[config.mk]
export PLATFORM = sky130hd
export DESIGN_NAME = s_axi_lite_regs
export DESIGN_NICKNAME = d
export VERILOG_FILES = /design/src/rtl/s_axi_lite_regs.sv
export SDC_FILE = /design/constraint.sdc
export NUM_CORES = 1
export LEC_CHECK = 0
export CORE_MARGIN = 5
export CORE_UTILIZATION = 30
export DETAILED_ROUTE_END_ITERATION = 6
export PLACE_DENSITY = 0.58
export SYNTH_ARGS = -nofsm -noshare
export SYNTH_HDL_FRONTEND = slang
export SYNTH_SLANG_ARGS = --single-unit
[constraint.sdc]
create_clock -name S_AXI_ACLK -period 4.4 [get_ports S_AXI_ACLK]
set_clock_uncertainty 0.15 [all_clocks]
set_input_delay 1.1 -clock S_AXI_ACLK [delete_from_list [all_inputs] [get_ports S_AXI_ACLK]]
set_output_delay 1.1 -clock S_AXI_ACLK [all_outputs]
set_load 0.005 [all_outputs]
[src/rtl/s_axi_lite_regs.sv]
// AXI4-Lite slave exposing a bank of read/write registers with per-register write strobes.
// Define S_AXI_LITE_REGS_SLVERR_EN to answer out-of-range accesses with SLVERR instead of OKAY.
module s_axi_lite_regs #(
    parameter int unsigned P_S_AXI_DATA_WIDTH = 32,
    parameter int unsigned P_S_AXI_ADDR_WIDTH = 6,
    parameter int unsigned P_NUM_REGS         = 8
) (
    input  logic                                     S_AXI_ACLK,
    input  logic                                     S_AXI_ARESETN,
    input  logic [P_S_AXI_ADDR_WIDTH-1:0]            S_AXI_AWADDR,
    input  logic [2:0]                               S_AXI_AWPROT,
    input  logic                                     S_AXI_AWVALID,
    output logic                                     S_AXI_AWREADY,
    input  logic [P_S_AXI_DATA_WIDTH-1:0]            S_AXI_WDATA,
    input  logic [P_S_AXI_DATA_WIDTH/8-1:0]          S_AXI_WSTRB,
    input  logic                                     S_AXI_WVALID,
    output logic                                     S_AXI_WREADY,
    output logic [1:0]                               S_AXI_BRESP,
    output logic                                     S_AXI_BVALID,
    input  logic                                     S_AXI_BREADY,
    input  logic [P_S_AXI_ADDR_WIDTH-1:0]            S_AXI_ARADDR,
    input  logic [2:0]                               S_AXI_ARPROT,
    input  logic                                     S_AXI_ARVALID,
    output logic                                     S_AXI_ARREADY,
    output logic [P_S_AXI_DATA_WIDTH-1:0]            S_AXI_RDATA,
    output logic [1:0]                               S_AXI_RRESP,
    output logic                                     S_AXI_RVALID,
    input  logic                                     S_AXI_RREADY,
    output logic [P_NUM_REGS*P_S_AXI_DATA_WIDTH-1:0] o_regs,
    output logic [P_NUM_REGS-1:0]                    o_wr_pulse
);
    localparam int unsigned W       = P_S_AXI_DATA_WIDTH;
    localparam int unsigned StrbW   = W / 8;
    localparam int unsigned AddrLsb = $clog2(StrbW);
    localparam int unsigned IdxW    = P_S_AXI_ADDR_WIDTH - AddrLsb;
    localparam logic [1:0]  RespOkay = 2'b00;
`ifdef S_AXI_LITE_REGS_SLVERR_EN
    localparam logic [1:0]  RespOor  = 2'b10;
`else
    localparam logic [1:0]  RespOor  = 2'b00;
`endif

    logic                  init_q, init_d;
    logic                  aw_held_q, aw_held_d;
    logic [IdxW-1:0]       aw_idx_q, aw_idx_d;
    logic                  w_held_q, w_held_d;
    logic [W-1:0]          w_data_q, w_data_d;
    logic [StrbW-1:0]      w_strb_q, w_strb_d;
    logic                  wr_done_q, wr_done_d;
    logic                  bvalid_q, bvalid_d;
    logic [1:0]            bresp_q, bresp_d;
    logic [P_NUM_REGS-1:0] wr_pulse_q, wr_pulse_d;
    logic [W-1:0]          regs_q [P_NUM_REGS];
    logic [W-1:0]          regs_d [P_NUM_REGS];
    logic                  rvalid_q, rvalid_d;
    logic [W-1:0]          rdata_q, rdata_d;
    logic [1:0]            rresp_q, rresp_d;

    logic            aw_hs, w_hs, ar_hs, commit;
    logic [IdxW-1:0] ar_idx;
    logic            unused_inputs;

    // Readies stay low until the first edge after reset release.
    assign S_AXI_AWREADY = init_q && !aw_held_q && !bvalid_q;
    assign S_AXI_WREADY  = init_q && !w_held_q && !bvalid_q;
    assign S_AXI_ARREADY = init_q && !rvalid_q;
    assign S_AXI_BVALID  = bvalid_q;
    assign S_AXI_BRESP   = bresp_q;
    assign S_AXI_RVALID  = rvalid_q;
    assign S_AXI_RDATA   = rdata_q;
    assign S_AXI_RRESP   = rresp_q;
    assign o_wr_pulse    = wr_pulse_q;

    assign aw_hs  = S_AXI_AWVALID && S_AXI_AWREADY;
    assign w_hs   = S_AXI_WVALID && S_AXI_WREADY;
    assign ar_hs  = S_AXI_ARVALID && S_AXI_ARREADY;
    assign ar_idx = S_AXI_ARADDR[P_S_AXI_ADDR_WIDTH-1:AddrLsb];
    // Held flags survive until the B handshake, so wr_done blocks a second commit.
    assign commit = aw_held_q && w_held_q && !wr_done_q;

    assign unused_inputs = ^{S_AXI_AWPROT, S_AXI_ARPROT,
                             S_AXI_AWADDR[AddrLsb-1:0], S_AXI_ARADDR[AddrLsb-1:0]};

    for (genvar k = 0; k < P_NUM_REGS; k++) begin : g_out
        assign o_regs[k*W +: W] = regs_q[k];
    end

    always_comb begin
        init_d     = 1'b1;
        aw_held_d  = aw_held_q;
        aw_idx_d   = aw_idx_q;
        w_held_d   = w_held_q;
        w_data_d   = w_data_q;
        w_strb_d   = w_strb_q;
        wr_done_d  = wr_done_q;
        bvalid_d   = bvalid_q;
        bresp_d    = bresp_q;
        wr_pulse_d = '0;
        regs_d     = regs_q;
        rvalid_d   = rvalid_q;
        rdata_d    = rdata_q;
        rresp_d    = rresp_q;

        if (aw_hs) begin
            aw_held_d = 1'b1;
            aw_idx_d  = S_AXI_AWADDR[P_S_AXI_ADDR_WIDTH-1:AddrLsb];
        end
        if (w_hs) begin
            w_held_d = 1'b1;
            w_data_d = S_AXI_WDATA;
            w_strb_d = S_AXI_WSTRB;
        end

        if (commit) begin
            wr_done_d = 1'b1;
            bresp_d   = RespOor;
            for (int k = 0; k < P_NUM_REGS; k++) begin
                if (aw_idx_q == IdxW'(k)) begin
                    bresp_d       = RespOkay;
                    wr_pulse_d[k] = 1'b1;
                    for (int b = 0; b < StrbW; b++) begin
                        if (w_strb_q[b]) regs_d[k][8*b +: 8] = w_data_q[8*b +: 8];
                    end
                end
            end
        end

        if (wr_done_q && !bvalid_q) begin
            bvalid_d = 1'b1;
        end else if (bvalid_q && S_AXI_BREADY) begin
            bvalid_d  = 1'b0;
            wr_done_d = 1'b0;
            aw_held_d = 1'b0;
            w_held_d  = 1'b0;
        end

        // Reads sample regs_q, so a same-edge commit is not yet visible.
        if (ar_hs) begin
            rvalid_d = 1'b1;
            rdata_d  = '0;
            rresp_d  = RespOor;
            for (int k = 0; k < P_NUM_REGS; k++) begin
                if (ar_idx == IdxW'(k)) begin
                    rdata_d = regs_q[k];
                    rresp_d = RespOkay;
                end
            end
        end else if (rvalid_q && S_AXI_RREADY) begin
            rvalid_d = 1'b0;
        end
    end

    always_ff @(posedge S_AXI_ACLK or negedge S_AXI_ARESETN) begin
        if (!S_AXI_ARESETN) begin
            init_q     <= 1'b0;
            aw_held_q  <= 1'b0;
            aw_idx_q   <= '0;
            w_held_q   <= 1'b0;
            w_data_q   <= '0;
            w_strb_q   <= '0;
            wr_done_q  <= 1'b0;
            bvalid_q   <= 1'b0;
            bresp_q    <= 2'b00;
            wr_pulse_q <= '0;
            regs_q     <= '{default: '0};
            rvalid_q   <= 1'b0;
            rdata_q    <= '0;
            rresp_q    <= 2'b00;
        end else begin
            init_q     <= init_d;
            aw_held_q  <= aw_held_d;
            aw_idx_q   <= aw_idx_d;
            w_held_q   <= w_held_d;
            w_data_q   <= w_data_d;
            w_strb_q   <= w_strb_d;
            wr_done_q  <= wr_done_d;
            bvalid_q   <= bvalid_d;
            bresp_q    <= bresp_d;
            wr_pulse_q <= wr_pulse_d;
            regs_q     <= regs_d;
            rvalid_q   <= rvalid_d;
            rdata_q    <= rdata_d;
            rresp_q    <= rresp_d;
        end
    end

endmodule

=== After elaboration in Yosys (flattened, before gate mapping) ===
Index checks and enable logic that the tools add are counted.

* Add/sub/neg operators: 0
* Multiplexer cells: 30
* Shift operators: 0
* Div/mod/pow operators: 0
* $lt $le $gt $ge: 0
* Bitwise logic cells: 0
* Equality and inequality tests: 14
* Multipliers: 0
* Reduce and logical (&&, ||, !) cells: 54

{| class="wikitable"
|+ Operators by type and width
! operator !! number
|-
| $mux W32 || 8
|-
| $reduce_and A3 Y1 || 32
|-
| $eq A4 B3 Y1 const B || 8
|-
| $mux W1 || 21
|-
| $eq A4 B2 Y1 const B || 4
|-
| $logic_and A1 B1 Y1 || 13
|-
| $eq A4 B1 Y1 const B || 2
|-
| $logic_not A4 Y1 || 2
|-
| $mux W8 || 1
|-
| $logic_not A1 Y1 || 5
|-
| $reduce_bool A2 Y1 || 2
|}

* Bits of input ports: 61
* Output and inout bits: 305
* Memory bits (writable): 0
* Bits in read-only memories: 0
* Memories: 0
* Register bits after elaboration: 342
* Bits in latches: 0

=== Longest topological paths before layout ===
* Word-level depth: 9
* Depth in mapped cells: 7

=== Least setup slack after synthesis ===
No wires, ideal clock.

* Kind: input to register
* Start: input port S_AXI_ARADDR[3]
* End: register rdata_q[30] (netlist: S_AXI_RDATA[30])
* Arrival time: 2.387 ns
* Stages on the path: 6
* Library setup time: 0.126 ns
* Path slack: 1.737 ns
* Cells stage by stage: buf_2 > buf_2 > mux2_2 > a221oi_1 > nor2_1 > a221o_1

* Cells in the longest elaborated chain, start to end: 9

{| class="wikitable"
|+ RTL lines
! element !! line !! source
|-
| start, declared || 21 || <nowiki>input logic [P_S_AXI_ADDR_WIDTH-1:0] S_AXI_ARADDR,</nowiki>
|-
| $logic_not A4 Y1 || 143 || <nowiki>if (ar_idx == IdxW'(k)) begin</nowiki>
|-
| $mux W32 (7 in a row) || 143 ||
|-
| $mux W32 (*) || 143 ||
|-
| end signal, assigned || 182 || <nowiki>rdata_q <= rdata_d;</nowiki>
|-
| end, declared || 56 || <nowiki>logic [W-1:0] rdata_q, rdata_d;</nowiki>
|}

Every way passes the cells marked *; elsewhere a longest branch is shown, timed or not.
A chain may end at the register's enable or synchronous reset.

=== Worst setup path in the final report ===
* Start: input port S_AXI_ARADDR[4]
* End: register rdata_q[18] (netlist: S_AXI_RDATA[18])

The elaborated chain is that of the path after synthesis.

==> impl_metrics.sql <==
INSERT INTO impl_metrics (metric_group, metric, value, unit) VALUES
('die', 'initial_utilization', '0.302', ''),
('power_and_ir_drop', 'power.clock.fraction', '0.267', ''),
('critical_path', 'setup.worst_path.class', 'in -> reg', ''),
('grt', 'grt_pass1_wl', '85000', 'microns'),
('critical_path', 'critPathTopFamily', 'simple AND/OR/NAND/NOR gates', ''),
('sta', 'number_of_pins_exceeding_their_max_slew_limit_in_the_final_report', '0', ''),
('critical_path', 'max_stage_delay', '980', 'ps'),
('status', 'outcome', 'finished clean', ''),
('cts', 'htree_num_levels', '2', ''),
('critical_path', 'worstPathArrival', '3540', 'ps'),
('final_layout', 'design.final.nets', '1588', ''),
('routing', 'vias', '11600', ''),
('critical_path', 'timing.critical_path.cells', 'clkdlybuf4s50_1 > nand2b_1 > nor3_2 > buf_4 > a221oi_1 > o21ai_0', ''),
('grt', 'grt_antenna_before_repair', '1', ''),
('cts', 'clock_insertion_delay_worst_skew', '560', 'ps'),
('power_and_ir_drop', 'power-per-cell-area', '599', 'nW/um^2'),
('logic_synthesis', 'ys.flop_type', 'sky130_fd_sc_hd__dfrtp_1', ''),
('critical_path', 'crit_cells', '6', ''),
('critical_path', 'cp_num_buf_inv', '2', ''),
('cts', 'max-clock-path-buffers', '3', ''),
('cts', 'clock_input_transition_at_the_sequential_cells_of_the_worst_setup_and_hold_paths', '60', 'ps'),
('die', 'floorplan.rows', '83', ''),
('sta', 'tns', '0', 'ps'),
('sta', 'timing_worst_slew_pin_value', '1300', 'ps'),
('routing', 'dr.pass1.iters', '5', ''),
('die', 'core_region_area', '51200', 'sq um'),
('critical_path', 'worst_setup_path_start_kind', 'input pin', ''),
('final_layout', 'post_route_cells_drive_above_1_share', '0.291', ''),
('routing', 'first_iter_violations', '739', ''),
('power_and_ir_drop', 'p_int', '8.72', 'mW'),
('power_and_ir_drop', 'comb_power_share', '0.294', ''),
('worst_hold_path', 'hold_path_depth', '2', ''),
('logic_synthesis', 'syn_avg_cell_area', '13.1', 'sq um'),
('logic_synthesis', 'synth_top_area_cell', 'sky130_fd_sc_hd__dfrtp_1', ''),
('sta', 'worst_slew_margin_rel', '0.129', ''),
('cts', 'tritoncts', 'built', ''),
('job', 'drv_cap', '0', ''),
('worst_hold_path', 'hp-class', 'reg -> reg', ''),
('power_and_ir_drop', 'power_switching', '3.98', 'mW'),
('logic_synthesis', 'post_synthesis_sequential_element_count', '342', ''),
('routing', 'antenna_violating_nets_post_route', '0', ''),
('power_and_ir_drop', 'p_leak', '9.46', 'nW'),
('critical_path', 'largest_fanout_on_the_critical_path', '11', ''),
('final_layout', 'flow.area_growth_from_synthesis', '36.8', '%'),
('critical_path', 'rr_worst_depth', '5', ''),
('cts', 'clock_sink_count', '342', ''),
('die', 'area_of_the_die', '56200', 'sq um'),
('logic_synthesis', 'synthDistinctLibCells', '49', ''),
('routing', 'avgRoutedWirePerCell', '26.1', 'microns'),
('routing', 'detail_route.wirelength', '58300', 'microns'),
('sta', 'grt_setup_unrepaired', 'no', ''),
('placed_design', 'place_ws', '599', 'ps'),
('die', 'chipHeight', '237', 'microns'),
('cts', 'cts.hold.buffers_added', '0', ''),
('sta', 'worst_slack', '1170', 'ps'),
('sta', 'achievable-frequency', '309', 'MHz'),
('final_layout', 'final_core_utilization', '0.414', ''),
('die', 'fp.dieW', '237', 'microns'),
('grt', 'grt.overflow.total', '0', ''),
('logic_synthesis', 'yosys.area.top_type_share', '0.553', ''),
('sta', 'hold_viol_final', '0', ''),
('final_layout', 'fill_count', '4816', ''),
('placed_design', 'post-dp-hpwl', '40400', 'microns'),
('critical_path', 'crit_slowest_cell', 'sky130_fd_sc_hd__nor3_2', ''),
('routing', 'avgViaCountPerCell', '5.21', ''),
('final_layout', 'filler_free_cell_count_of_the_finished_design', '2235', ''),
('cts', 'cts.root.buffer_cell', 'sky130_fd_sc_hd__clkbuf_16', ''),
('placed_design', 'numPortBuffers', '351', ''),
('sta', 'min_period', '3230', 'ps'),
('grt', 'grt_pass1_vias', '12100', ''),
('logic_synthesis', 'asyncSetResetFlopFracSynth', '1.00', '');
-- power by group through the flow --
stage                     combinational, mW  sequential (mW)  clock [mW]
after CTS                              3.80             5.57        3.49
after global placement                 3.73             5.57           0
after floorplan                        1.52             5.11           0
after global routing                   4.00             5.74        3.60
final                                  3.73             5.56        3.39
after detailed placement               3.78             5.61           0
-- cells by family after synthesis --
family	synth area share
other	0.000485
DFF	0.553
muxes	0.230
AOI/OAI and AO/OA	0.115
and+or+nand+nor	0.0777
buffers and inverters	0.0242
-- metrics by stage --
step           total power [mW]  instance area, sq um  hold slack, ps
6_report                   12.7                 21200             334
2_1_floorplan              6.63                 15500             323
4_1_cts                    12.9                 21200             338
5_1_grt                    13.3                 21200             354
3_3_place_gp               9.30                 19800             323
3_5_place_dp               9.39                 19800             326
-- layout make-up --
cell class | count | area [sq um] | share of cell area
Sequential cell | 342 | 8560 | 0.404
Multi-Input combinational cell | 755 | 6590 | 0.311
Timing Repair Buffer | 383 | 3830 | 0.181
Clock buffer | 58 | 1190 | 0.0562
Tap cell | 680 | 851 | 0.0402
Clock inverter | 11 | 140 | 0.00662
Inverter | 5 | 18.8 | 0.000886
Antenna cell | 1 | 2.50 | 0.000118
-- synth_stat cells (9+ instances only) --
| library cell | number |
|---|---|
| sky130_fd_sc_hd__dfrtp_1 | 342 |
| sky130_fd_sc_hd__mux2_2 | 286 |
| sky130_fd_sc_hd__o21ai_0 | 64 |
| sky130_fd_sc_hd__nand2_1 | 48 |
| sky130_fd_sc_hd__nor2_1 | 43 |
| sky130_fd_sc_hd__clkbuf_1 | 42 |
| sky130_fd_sc_hd__a221oi_1 | 36 |
| sky130_fd_sc_hd__a21oi_1 | 29 |
| sky130_fd_sc_hd__buf_2 | 29 |
| sky130_fd_sc_hd__nor2b_1 | 28 |
| sky130_fd_sc_hd__a311o_1 | 22 |
| sky130_fd_sc_hd__o221a_2 | 22 |
| sky130_fd_sc_hd__o41a_1 | 22 |
| sky130_fd_sc_hd__or3_1 | 22 |
| sky130_fd_sc_hd__mux2_1 | 16 |
| sky130_fd_sc_hd__nand2_4 | 16 |
| sky130_fd_sc_hd__nand2_2 | 12 |
| sky130_fd_sc_hd__mux2i_1 | 11 |
| sky130_fd_sc_hd__a22oi_1 | 9 |
-- metal layers --
| metal | global-route usage | share of wire |
|---|---|---|
| met5 | 0 | 0 |
| met4 | 0.0492 | 0.022 |
| met3 | 0.0433 | 0.055 |
| met2 | 0.335 | 0.49 |
| met1 | 0.270 | 0.43 |
-- worst min-delay path, cell delays in order (launching register included) --
cell and delay [ps]:
sky130_fd_sc_hd__dfrtp_1 340, sky130_fd_sc_hd__nand2_1 50, sky130_fd_sc_hd__o31ai_1 50
-- registers in the layout, indices dropped and copies added (netlist names) --
| name | flops |
|---|---|
| w_strb_q | 4 |
| aw_held_q | 1 |
| init_q | 1 |
| S_AXI_RDATA | 32 |
| S_AXI_BVALID | 1 |
| o_regs | 256 |
| w_data_q | 32 |
| o_wr_pulse | 8 |
| w_held_q | 1 |
| S_AXI_RVALID | 1 |
| wr_done_q | 1 |
| aw_idx_q | 4 |
-- worst paths after layout --
kind / from / endpoint / slack (ps)
setup / recovery: S_AXI_ARADDR[4] / S_AXI_RDATA[18] / 1170
min in group asynchronous: S_AXI_ARESETN / w_data_q[1] / 450
hold / removal: S_AXI_RDATA[10] / S_AXI_RDATA[10] / 330
setup reg to reg: wr_done_q / o_regs[120] / 1680
hold reg to reg: S_AXI_RDATA[10] / S_AXI_RDATA[10] / 330
max in group asynchronous: S_AXI_ARESETN / w_data_q[16] / 2670
No activity file was read; power rests on OpenSTA's default activity.
